==> src/rtl/game_link_pkg.sv <==
// Shared constants, state encodings and the score-to-ASCII helper for the
// whack-a-mole PC link.
package game_link_pkg;

    localparam logic [7:0] CH_START = 8'h53;  // 'S'
    localparam logic [7:0] CH_HIT   = 8'h48;  // 'H'
    localparam logic [7:0] CH_ABORT = 8'h58;  // 'X'
    localparam logic [7:0] CH_OVER  = 8'h52;  // 'R'
    localparam logic [7:0] CH_NONE  = 8'h2D;  // '-'
    localparam logic [7:0] CH_EOL   = 8'h0A;
    localparam logic [7:0] CH_ZERO  = 8'h30;  // '0'

    typedef enum logic [1:0] {
        E_IDLE   = 2'd0,
        E_SCAN   = 2'd1,
        E_REPORT = 2'd2
    } enc_state_t;

    typedef enum logic [1:0] {
        T_IDLE     = 2'd0,
        T_START    = 2'd1,
        T_WAITBUSY = 2'd2,
        T_WAITIDLE = 2'd3
    } tx_state_t;

    // Two ASCII digits {tens, ones} of a value already saturated to 0..99.
    function automatic logic [15:0] score_to_ascii(input logic [6:0] val);
        logic [6:0] rem;
        logic [3:0] tens;
        rem  = val;
        tens = 4'd0;
        for (int k = 0; k < 9; k++) begin
            if (rem >= 7'd10) begin
                rem  = rem - 7'd10;
                tens = tens + 4'd1;
            end
        end
        return {CH_ZERO + {4'h0, tens}, CH_ZERO + {1'b0, rem}};
    endfunction

endpackage

==> src/rtl/link_fifo.sv <==
// Synchronous FIFO with first-word fall-through read data; a write and a read
// in the same cycle are both accepted, even when full.
module link_fifo #(
    parameter int WIDTH = 8,
    parameter int DEPTH = 8
) (
    input  logic                     clock,
    input  logic                     reset,
    input  logic                     wr_en_i,
    input  logic [WIDTH-1:0]         wr_data_i,
    input  logic                     rd_en_i,
    output logic [WIDTH-1:0]         rd_data_o,
    output logic [$clog2(DEPTH):0]   level_o,
    output logic                     full_o,
    output logic                     empty_o
);

    localparam int AW = $clog2(DEPTH);

    logic [WIDTH-1:0] mem_q [DEPTH];
    logic [AW-1:0]    wr_ptr_q, wr_ptr_d, rd_ptr_q, rd_ptr_d;
    logic [AW:0]      count_q, count_d;
    logic             wr_ok_s, rd_ok_s;

    assign full_o    = (count_q == (AW+1)'(DEPTH));
    assign empty_o   = (count_q == '0);
    assign level_o   = count_q;
    assign rd_data_o = mem_q[rd_ptr_q];

    // Accept/pointer/occupancy next-state.
    always_comb begin
        wr_ok_s  = wr_en_i && (!full_o || rd_en_i);
        rd_ok_s  = rd_en_i && !empty_o;
        wr_ptr_d = wr_ok_s ? wr_ptr_q + 1'b1 : wr_ptr_q;
        rd_ptr_d = rd_ok_s ? rd_ptr_q + 1'b1 : rd_ptr_q;
        case ({wr_ok_s, rd_ok_s})
            2'b10:   count_d = count_q + 1'b1;
            2'b01:   count_d = count_q - 1'b1;
            default: count_d = count_q;
        endcase
    end

    // Pointer and occupancy registers.
    always_ff @(posedge clock) begin
        if (!reset) begin
            wr_ptr_q <= '0;
            rd_ptr_q <= '0;
            count_q  <= '0;
        end else begin
            wr_ptr_q <= wr_ptr_d;
            rd_ptr_q <= rd_ptr_d;
            count_q  <= count_d;
        end
    end

    // Storage needs no reset: emptying the pointers discards the contents.
    always_ff @(posedge clock) begin
        if (wr_ok_s) begin
            mem_q[wr_ptr_q] <= wr_data_i;
        end
    end

endmodule

==> src/rtl/game_uart_link.sv <==
// PC link: encodes mole patterns and the final score into ASCII frames queued
// for uart_tx, and decodes 'S'/'H'/'X' from uart_rx into control pulses.
module game_uart_link
    import game_link_pkg::*;
#(
    parameter int N_MOLES    = 5,
    parameter int SCORE_BITS = 6,
    parameter int FIFO_DEPTH = 8
) (
    input  logic                        clock,
    input  logic                        reset,
    input  logic [N_MOLES-1:0]          mole_positions,
    input  logic                        game_active,
    input  logic                        game_finish,
    input  logic [SCORE_BITS-1:0]       score,
    input  logic                        tx_busy,
    output logic                        tx_start,
    output logic [7:0]                  tx_data,
    input  logic [7:0]                  rx_data,
    input  logic                        rx_ready,
    output logic                        pc_start,
    output logic                        pc_hit,
    output logic                        pc_abort,
    output logic [$clog2(FIFO_DEPTH):0] fifo_level,
    output logic                        overflow
);

    localparam int IDXW = $clog2(N_MOLES + 2);
    localparam int SW   = (SCORE_BITS > 7) ? SCORE_BITS : 7;

    enc_state_t           enc_state_q, enc_state_d;
    tx_state_t            tx_state_q, tx_state_d;
    logic [N_MOLES-1:0]   snap_q, snap_d, last_q, last_d, snap_shift_s;
    logic [IDXW-1:0]      idx_q, idx_d;
    logic [15:0]          digits_q, digits_d;
    logic                 pending_q, pending_d, finish_q, active_q;
    logic [2:0]           wb_cnt_q, wb_cnt_d;
    logic [7:0]           tx_data_q, tx_data_d;
    logic                 tx_start_q, tx_start_d, overflow_q, overflow_d;
    logic                 pc_start_q, pc_hit_q, pc_abort_q;
    logic                 enc_wr_s, pop_s, start_report_s, drop_s;
    logic [7:0]           enc_byte_s, fifo_rd_s;
    logic                 fifo_full_s, fifo_empty_s;
    logic [SW-1:0]        score_ext_s;
    logic [6:0]           score_sat_s;

    assign score_ext_s  = SW'(score);
    assign score_sat_s  = (score_ext_s > SW'(99)) ? 7'd99 : score_ext_s[6:0];
    assign snap_shift_s = snap_q >> idx_q;

    // Encoder: pending report wins over mole changes in IDLE.
    always_comb begin
        enc_state_d    = enc_state_q;
        snap_d         = snap_q;
        last_d         = last_q;
        idx_d          = idx_q;
        digits_d       = digits_q;
        enc_wr_s       = 1'b0;
        enc_byte_s     = 8'h00;
        start_report_s = 1'b0;
        case (enc_state_q)
            E_IDLE: begin
                if (pending_q) begin
                    start_report_s = 1'b1;
                    digits_d       = score_to_ascii(score_sat_s);
                    idx_d          = '0;
                    enc_state_d    = E_REPORT;
                end else if (game_active && (mole_positions != last_q)) begin
                    snap_d      = mole_positions;
                    last_d      = mole_positions;
                    idx_d       = '0;
                    enc_state_d = E_SCAN;
                end else begin
                    enc_state_d = E_IDLE;
                end
            end
            E_SCAN: begin
                idx_d = idx_q + 1'b1;
                if (idx_q < IDXW'(N_MOLES)) begin
                    enc_wr_s   = snap_shift_s[0];
                    enc_byte_s = CH_ZERO + 8'(idx_q);
                end else if (idx_q == IDXW'(N_MOLES)) begin
                    enc_wr_s   = (snap_q == '0);
                    enc_byte_s = CH_NONE;
                end else begin
                    enc_wr_s    = 1'b1;
                    enc_byte_s  = CH_EOL;
                    enc_state_d = E_IDLE;
                end
            end
            E_REPORT: begin
                enc_wr_s = 1'b1;
                idx_d    = idx_q + 1'b1;
                case (idx_q)
                    IDXW'(0): enc_byte_s = CH_OVER;
                    IDXW'(1): enc_byte_s = digits_q[15:8];
                    IDXW'(2): enc_byte_s = digits_q[7:0];
                    default: begin
                        enc_byte_s  = CH_EOL;
                        enc_state_d = E_IDLE;
                    end
                endcase
            end
            default: enc_state_d = E_IDLE;
        endcase
        if (active_q && !game_active) begin
            last_d = '0;
        end else begin
            last_d = last_d;
        end
    end

    // Report request and overflow flag bookkeeping.
    always_comb begin
        if (game_finish && !finish_q) begin
            pending_d = 1'b1;
        end else if (start_report_s) begin
            pending_d = 1'b0;
        end else begin
            pending_d = pending_q;
        end
        drop_s = enc_wr_s && fifo_full_s && !pop_s;
        if (drop_s) begin
            overflow_d = 1'b1;
        end else if (pc_start_q || (game_active && !active_q)) begin
            overflow_d = 1'b0;
        end else begin
            overflow_d = overflow_q;
        end
    end

    // TX sequencer: pop, one-cycle start, wait for busy (bounded), wait for idle.
    always_comb begin
        tx_state_d = tx_state_q;
        tx_data_d  = tx_data_q;
        tx_start_d = 1'b0;
        wb_cnt_d   = wb_cnt_q;
        pop_s      = 1'b0;
        case (tx_state_q)
            T_IDLE: begin
                if (!fifo_empty_s && !tx_busy) begin
                    pop_s      = 1'b1;
                    tx_data_d  = fifo_rd_s;
                    tx_state_d = T_START;
                end else begin
                    tx_state_d = T_IDLE;
                end
            end
            T_START: begin
                tx_start_d = 1'b1;
                wb_cnt_d   = 3'd0;
                tx_state_d = T_WAITBUSY;
            end
            T_WAITBUSY: begin
                if (tx_busy || (wb_cnt_q == 3'd3)) begin
                    tx_state_d = T_WAITIDLE;
                end else begin
                    wb_cnt_d = wb_cnt_q + 3'd1;
                end
            end
            T_WAITIDLE: begin
                if (!tx_busy) begin
                    tx_state_d = T_IDLE;
                end else begin
                    tx_state_d = T_WAITIDLE;
                end
            end
            default: tx_state_d = T_IDLE;
        endcase
    end

    // State and output registers.
    always_ff @(posedge clock) begin
        if (!reset) begin
            enc_state_q <= E_IDLE;
            tx_state_q  <= T_IDLE;
            snap_q      <= '0;
            last_q      <= '0;
            idx_q       <= '0;
            digits_q    <= 16'h0000;
            pending_q   <= 1'b0;
            finish_q    <= 1'b0;
            active_q    <= 1'b0;
            wb_cnt_q    <= 3'd0;
            tx_data_q   <= 8'h00;
            tx_start_q  <= 1'b0;
            overflow_q  <= 1'b0;
            pc_start_q  <= 1'b0;
            pc_hit_q    <= 1'b0;
            pc_abort_q  <= 1'b0;
        end else begin
            enc_state_q <= enc_state_d;
            tx_state_q  <= tx_state_d;
            snap_q      <= snap_d;
            last_q      <= last_d;
            idx_q       <= idx_d;
            digits_q    <= digits_d;
            pending_q   <= pending_d;
            finish_q    <= game_finish;
            active_q    <= game_active;
            wb_cnt_q    <= wb_cnt_d;
            tx_data_q   <= tx_data_d;
            tx_start_q  <= tx_start_d;
            overflow_q  <= overflow_d;
            pc_start_q  <= rx_ready && (rx_data == CH_START);
            pc_hit_q    <= rx_ready && (rx_data == CH_HIT);
            pc_abort_q  <= rx_ready && (rx_data == CH_ABORT);
        end
    end

    link_fifo #(
        .WIDTH (8),
        .DEPTH (FIFO_DEPTH)
    ) u_fifo (
        .clock     (clock),
        .reset     (reset),
        .wr_en_i   (enc_wr_s),
        .wr_data_i (enc_byte_s),
        .rd_en_i   (pop_s),
        .rd_data_o (fifo_rd_s),
        .level_o   (fifo_level),
        .full_o    (fifo_full_s),
        .empty_o   (fifo_empty_s)
    );

    assign tx_start = tx_start_q;
    assign tx_data  = tx_data_q;
    assign overflow = overflow_q;
    assign pc_start = pc_start_q;
    assign pc_hit   = pc_hit_q;
    assign pc_abort = pc_abort_q;

endmodule

==> config.mk <==
export PLATFORM = sky130hd
export DESIGN_NAME = game_uart_link
export DESIGN_NICKNAME = d
export VERILOG_FILES = /design/src/rtl/game_link_pkg.sv /design/src/rtl/link_fifo.sv /design/src/rtl/game_uart_link.sv
export SDC_FILE = /design/constraint.sdc
export NUM_CORES = 1
export LEC_CHECK = 0
export BUFFER_PORTS_ARGS = -buffer_cell sky130_fd_sc_hd__buf_2
export CAP_MARGIN = 20
export CELL_PAD_IN_SITES_DETAIL_PLACEMENT = 1
export CELL_PAD_IN_SITES_GLOBAL_PLACEMENT = 1
export CORE_ASPECT_RATIO = 1.2
export CORE_MARGIN = 2
export CORE_UTILIZATION = 38
export CTS_CLUSTER_SIZE = 25
export DETAILED_ROUTE_END_ITERATION = 6
export GPL_TIMING_DRIVEN = 0
export PLACE_DENSITY_LB_ADDON = 0.1
export SLEW_MARGIN = 25
export SYNTH_ARGS = -nofsm -noshare
export SYNTH_HDL_FRONTEND = slang
export SYNTH_SLANG_ARGS = --single-unit
export TNS_END_PERCENT = 20
==> constraint.sdc <==
create_clock -name clock -period 36.9 [get_ports clock]
set_clock_uncertainty 0.15 [all_clocks]
set_input_delay 5.535 -clock clock [delete_from_list [all_inputs] [get_ports clock]]
set_output_delay 5.535 -clock clock [all_outputs]
set_load 0.005 [all_outputs]
==> summary.md, run 1 <==
| Metric | Value |
|---|---|
| Run status | `finished clean` |
| Max-cap violation count | `0` |
| Starting utilization of the core area | `38.4%` |
| GR Overflow Total | `0` |
| Number of levels the H-tree was split into | `4` |
| Yosys Warn Count | `0` |
| Endpoints failing setup | `0` |
| Number of cells in the design after placement | `1157` |
| Post-CTS Setup Repair Bufs | `0` |
| Number of antenna violations at the first check in global routing | `0` |
| Synthesized area | `0.00824 sq mm` |
| Sequential area share after synthesis | `37.6%` |
| Number of antenna cells inserted | `0` |
| Antenna Violating Nets Remaining | `0` |
| Area Growth Syn to Fin | `13.3%` |
| Maximum fanout encountered on the critical timing path | `10` |
| Dpl hpwl | `17200 um` |
| IO Pins | `42` |
| Register-to-register path setup slack | `33.35 ns` |
| First-pass iteration count of the detailed router | `4` |
| Cell at the root of the clock tree | `clkbuf_16` |
| Kind of capture point of the worst setup path | `flip-flop` |
| Number of CTS-inserted buffers | `17` |
| Cell type contributing the most total cell area after synthesis | `edfxtp_1` |
| Launching element type of the critical path | `input port` |
| Data arrival time of the critical path | `19.26 ns` |
| Cell variety after synth | `118` |
| Hold Fails Final Rpt | `0` |
| Share of Yosys cell area claimed by the top area cell type | `23.3%` |
| Highest cell delay on the worst timing path | `0.62 ns` |
| Relative slew slack | `37.0%` |
| DR WL/cell | `18.5 um` |
| TritonCTS Sinks | `123` |
| Endpoint, Worst Hold | `digits_q[9]$_SDFFE_PN0P_` |
| Critical path's slowest cell | `o311ai_1` |
| Total Die Area | `0.0229 sq mm` |
| Via count of the routed design | `6712` |
| Pin slew with the least headroom to its limit | `0.945 ns` |
| Site Rows | `59` |
| PortBufs | `41` |
| Most area-consuming cells after synthesis | `edfxtp_1 (23%), dfxtp_1 (14%), ha_1 (4.9%)` |
| Post-layout nets | `960` |
| Global Route Usage Sum | `19.3%` |
| Bufs on Longest Clock Path | `2` |
| Required time of the critical path | `37.09 ns` |
| Final Slew Violations | `0` |
| Worst r2r src | `idx_q[1]$_SDFFE_PN0P_` |
| Number of cells in the finished layout apart from fillers | `1189` |
| Routability congestion estimate | `0.855` |
| Accumulated negative setup slack | `0 ns` |
| RSZ-0062 raised after global routing | `false` |
| Type of the worst min-delay path | `flip-flop to flip-flop` |
| Filler Cell Count | `2469` |
| Largest net degree at the start of global routing | `17` |
| Post-Syn Instances | `842` |
| Hold buffer count at CTS | `0` |
| Clock-pin slew of the registers on the worst-case setup and hold paths | `0.05 ns` |
| CP Class | `input port to flip-flop` |
| Final critical-path share of the clock period | `51.7%` |
| Clock tree from TritonCTS | `built` |
| Fin crit period | `19.07 ns` |
| Number of enable flip-flop cells after synthesis | `64` |
| Main synth FF type | `edfxtp_1` |
| Routed via count divided by cell count | `5.65` |
| Number of remaining DRC errors | `0` |
| Layout cell share with drive strength beyond 1 | `19.7%` |
| Origin of the worst min-delay path | `digits_q[9]$_SDFFE_PN0P_` |
| Dominant cell type by count on the critical path | `ha_1` |
| Worst r2r path cells | `15` |
| Die W | `138 um` |
| Die Height | `165 um` |
| Fraction of registers with async set/reset | `0%` |
| Clock latency reported for the late side of the worst-skew pair | `0.41 ns` |
| Worst Hold Depth | `2` |
| Max Fclk | `52.4 MHz` |
| Post-cts sizing count | `0` |
| Hold Slack | `0.310 ns` |
| Core occupancy in the finished layout | `43.5%` |
| Core Region | `0.0215 sq mm` |
| Number of global-route vias before repair | `6992` |
| Syn Nets | `900` |
| Violation count after the first detailed-route iteration | `183` |
| Post-Route WL | `22000 um` |
| Total of flip-flops plus latches after synthesis | `123` |
| Endpoint of the most critical register-to-register path | `u_fifo.level_o[3]$_SDFFE_PN0P_` |
| Wire length of the first global-routing pass | `35900 um` |
| Synthesized area divided by synthesized cell count | `9.79 sq um` |
## how the worst max path moves through the flow
stage	cells after the start	endpoint	slack (ns)	start
2_1_floorplan	61	digits_q[6]$_SDFFE_PN0P_	19.88	score[1]
3_3_place_gp	63	digits_q[6]$_SDFFE_PN0P_	17.62	score[1]
3_5_place_dp	61	digits_q[6]$_SDFFE_PN0P_	17.38	score[1]
4_1_cts	62	digits_q[6]$_SDFFE_PN0P_	17.73	score[1]
5_1_grt	62	digits_q[6]$_SDFFE_PN0P_	16.25	score[1]
6_report	62	digits_q[6]$_SDFFE_PN0P_	17.83	score[1]
## registers in the layout, indices dropped and copies added, names as in the netlist, 3 cells and up
signal           flops
snap_q               5
wb_cnt_q             3
u_fifo.mem_q        64
u_fifo.wr_ptr_q      3
u_fifo.rd_ptr_q      3
u_fifo.level_o       4
last_q               5
tx_data              8
digits_q            13
idx_q                3
## final cells by class
cell class	instances	area, sq um	area share [%]
Buffer	39	238	2.55
Clock buffer	25	485	5.20
Clock inverter	7	41.3	0.442
Inverter	40	150	1.61
Multi-Input combinational cell	640	4770	51.1
Sequential cell	123	3100	33.2
Tap cell	274	343	3.67
Timing Repair Buffer	41	205	2.20
## cell usage in the layout, fill, tap and decap left out, types with 7 or more instances in the layout
cell type and n:
nor3_1 17, a21oi_1 43, a211oi_1 15, clkbuf_1 22
nand3_1 20, a31oi_1 14, o21ai_0 36, nor2b_1 12
nor2_1 82, mux2i_1 25, clkbuf_16 17, buf_2 50
mux4_2 16, nand4_1 10, edfxtp_1 64, nand2b_1 12
o211ai_1 8, xnor2_1 23, inv_1 39, nand2_1 66
ha_1 32, xor2_1 12, dfxtp_1 59, buf_6 7
## Yosys cell counts (5+ instances only)
| cell type | number |
|---|---|
| xnor2_1 | 23 |
| o21ai_0 | 36 |
| a32oi_1 | 6 |
| dfxtp_1 | 59 |
| or3_1 | 5 |
| clkbuf_1 | 17 |
| nor2b_1 | 12 |
| nand2b_1 | 12 |
| mux2i_1 | 25 |
| nand3_1 | 20 |
| nand4_1 | 10 |
| mux2_2 | 5 |
| o311ai_0 | 6 |
| a211oi_1 | 15 |
| ha_1 | 32 |
| buf_6 | 7 |
| a22oi_1 | 5 |
| mux4_2 | 16 |
| edfxtp_1 | 64 |
| nand2_1 | 66 |
| buf_2 | 9 |
| a31oi_1 | 14 |
| inv_1 | 39 |
| nor2_1 | 83 |
| o21ai_1 | 6 |
| nor3_1 | 19 |
| a21oi_1 | 43 |
| o221ai_1 | 5 |
| o211ai_1 | 8 |
| xor2_1 | 12 |
## through the flow
step	area, sq um	setup WS, ns
3_5_place_dp	8810	17.38
3_3_place_gp	8790	17.62
4_1_cts	9340	17.73
6_report	9340	17.83
2_1_floorplan	8240	19.88
5_1_grt	9340	16.25
## critical path: cells and delay by family
| family | cells | cell delay [ns] |
|---|---|---|
| buffers and inverters | 14 | 1.77 |
| XOR/XNOR | 7 | 2.08 |
| AO/OA/AOI/OAI | 14 | 3.60 |
| AND/OR/NAND/NOR | 17 | 4.01 |
| multiplexers | 1 | 0.29 |
| adder cells (fa/ha/maj) | 9 | 1.91 |
## cells by family (layout without fill, tap and decap cells)
logic type	Yosys count	in the layout	share of synthesized area, %
XOR/XNOR	36	36	3.92
AND/OR/NAND/NOR	293	293	18.9
flip-flops	123	123	37.6
AO/OA/AOI/OAI	230	230	21.3
buffers and inverters	79	152	4.71
multiplexers	47	47	8.36
adder cells (fa/ha/maj)	34	34	5.22
## layer usage
metal  wire length, um  share of wire (%)  track usage, %
met5                 0                  0               0
met3               307                1.4            2.62
met1              9060                 41            21.3
met2             12400                 57            39.2
met4               190               0.86            4.27
Power of run 1 is not shown: default switching activity piles up to over one toggle a cycle in this logic, so the estimate is an artifact.
==> inputs of run 2 (changes only) <==
clock period = 17.7 ns   (was 36.9 ns; I/O delays follow)
==> run 2 against run 1 <==
Routed wire length is 0.13% higher; final cell count stayed put; critical path depth stayed put; first-iteration DRC count is 7.7% lower; worst hold slack hardly changed; non-clock buffer count stayed put; global-route usage stayed put; setup slack worse by 16 ns; via count is 0.55% higher; utilization hardly changed; sequential cell count stayed put; die area stayed put; critical path type unchanged.
==> summary.md, run 2 (same netlist as run 1, synthesis figures left out) <==
| Metric | Value |
|---|---|
| Cell at the root of the clock tree | `clkbuf_16` |
| Max-cap violation count | `0` |
| Met1 track demand over resource | `21.3%` |
| CP Class | `input port to flip-flop` |
| Fraction of met2 tracks used by global routing | `39.2%` |
| Clock tree from TritonCTS | `built` |
| Number of cells in the finished layout apart from fillers | `1189` |
| Post-layout nets | `960` |
| Pin slew with the least headroom to its limit | `0.946 ns` |
| Highest cell delay on the worst timing path | `0.64 ns` |
| Launching element type of the critical path | `input port` |
| TritonCTS Sinks | `123` |
| Largest net degree at the start of global routing | `17` |
| Core Region | `0.0215 sq mm` |
| Max Fclk | `62.7 MHz` |
| Flip-flop count of the largest register after layout | `64` |
| Endpoints failing setup | `0` |
| Most common cell after layout, fill and taps aside | `nor2_1` |
| Clock-pin slew of the registers on the worst-case setup and hold paths | `0.05 ns` |
| Most used cells in the layout excluding fill and tap cells | `nor2_1 (82), nand2_1 (66), edfxtp_1 (64), dfxtp_1 (59), buf_2 (50)` |
| Dpl hpwl | `17200 um` |
| First-pass iteration count of the detailed router | `4` |
| Clock latency reported for the late side of the worst-skew pair | `0.41 ns` |
| Violation count after the first detailed-route iteration | `169` |
| Number of CTS-inserted buffers | `17` |
| Die W | `138 um` |
| Routed via count divided by cell count | `5.68` |
| Number of levels the H-tree was split into | `4` |
| Type of the worst min-delay path | `flip-flop to flip-flop` |
| Kind of capture point of the worst setup path | `flip-flop` |
| Fin crit period | `15.94 ns` |
| Dominant cell type by count on the critical path | `ha_1` |
| Die Height | `165 um` |
| M3 GR Usage | `2.62%` |
| Run status | `finished clean` |
| Antenna Violating Nets Remaining | `0` |
| Via count of the routed design | `6749` |
| Hold buffer count at CTS | `0` |
| GR Overflow Total | `0` |
| Site Rows | `59` |
| Required time of the critical path | `17.89 ns` |
| Relative slew slack | `36.9%` |
| Number of remaining DRC errors | `0` |
| RSZ-0062 raised after global routing | `false` |
| Number of cells in the design after placement | `1157` |
| Routability congestion estimate | `0.855` |
| Worst r2r path cells | `15` |
| Accumulated negative setup slack | `0 ns` |
| Most heavily used metal layer in global routing | `met2` |
| Worst Hold Depth | `2` |
| Post-Route WL | `22000 um` |
| IO Pins | `42` |
| Wire length of the first global-routing pass | `35900 um` |
| Hold Slack | `0.310 ns` |
| Starting utilization of the core area | `38.4%` |
| Area Growth Syn to Fin | `13.4%` |
| Bufs on Longest Clock Path | `2` |
| Final Slew Violations | `0` |
| Data arrival time of the critical path | `16.13 ns` |
| Largest register by flop count | `u_fifo.mem_q` |
| Critical path's slowest cell | `o311ai_1` |
| Global Route Usage Sum | `19.3%` |
| Hold Fails Final Rpt | `0` |
| Number of antenna cells inserted | `0` |
| DR WL/cell | `18.5 um` |
| Layout cell share with drive strength beyond 1 | `19.8%` |
| Total Die Area | `0.0229 sq mm` |
| Maximum fanout encountered on the critical timing path | `10` |
| Final critical-path share of the clock period | `90.1%` |
| PortBufs | `41` |
| Number of antenna violations at the first check in global routing | `0` |
| Number of global-route vias before repair | `6992` |
-- run 2: cell counts in the layout (fill, tap and decap cells not counted) --
No cell type changed its count.
-- run 2: final timing paths --
kind,startpoint,to,slack (ns)
worst max-delay path,score[1],digits_q[6]$_SDFFE_PN0P_,1.76
worst min-delay path,digits_q[9]$_SDFFE_PN0P_,digits_q[9]$_SDFFE_PN0P_,0.31
worst max register to register,idx_q[1]$_SDFFE_PN0P_,u_fifo.level_o[3]$_SDFFE_PN0P_,14.14
worst min register to register,digits_q[9]$_SDFFE_PN0P_,digits_q[9]$_SDFFE_PN0P_,0.31
-- run 2: routing by layer --
layer,wire length (um),vias up,share of wire [%]
met5,0,-,0
met4,182,0,0.83
met3,317,13,1.4
met2,12400,72,57
met1,9060,3360,41
li1,-,3304,-
-- run 2: layout make-up --
cell class | count | area (sq um)
inverter | 40 | 150
clock inverter | 7 | 41.3
clock buffer | 25 | 485
buffer | 39 | 238
tap | 274 | 343
sequential | 123 | 3100
timing repair buffer | 41 | 205
fill | 2469 | 12100
multi-input combinational | 640 | 4780
-- run 2: timing repair --
item | 4_1_cts | 5_1_grt
setup buffers | 0 | 0
setup endpoints to repair | 0 | 1
endpoints found under the hold margin | 0 | 0
resized for setup | 0 | 1
-- run 2: per-stage QoR --
stage	cell area, sq um	worst slack (ns)	util, %
3_5_place_dp	8810	1.06	41.0
3_3_place_gp	8790	1.30	40.9
6_report	9340	1.76	43.5
2_1_floorplan	8240	3.56	-
5_1_grt	9340	0.250	43.5
4_1_cts	9340	1.41	43.5
-- run 2: worst max-delay path: cells and delay by family --
kind | cells | cell delay (ns)
buf+inv | 14 | 1.76
mux | 1 | 0.29
xor+xnor | 7 | 2.02
compound gates | 14 | 3.64
simple gates | 17 | 3.80
fa+ha+maj | 9 | 1.89
Power of run 2 is left out for the same reason.
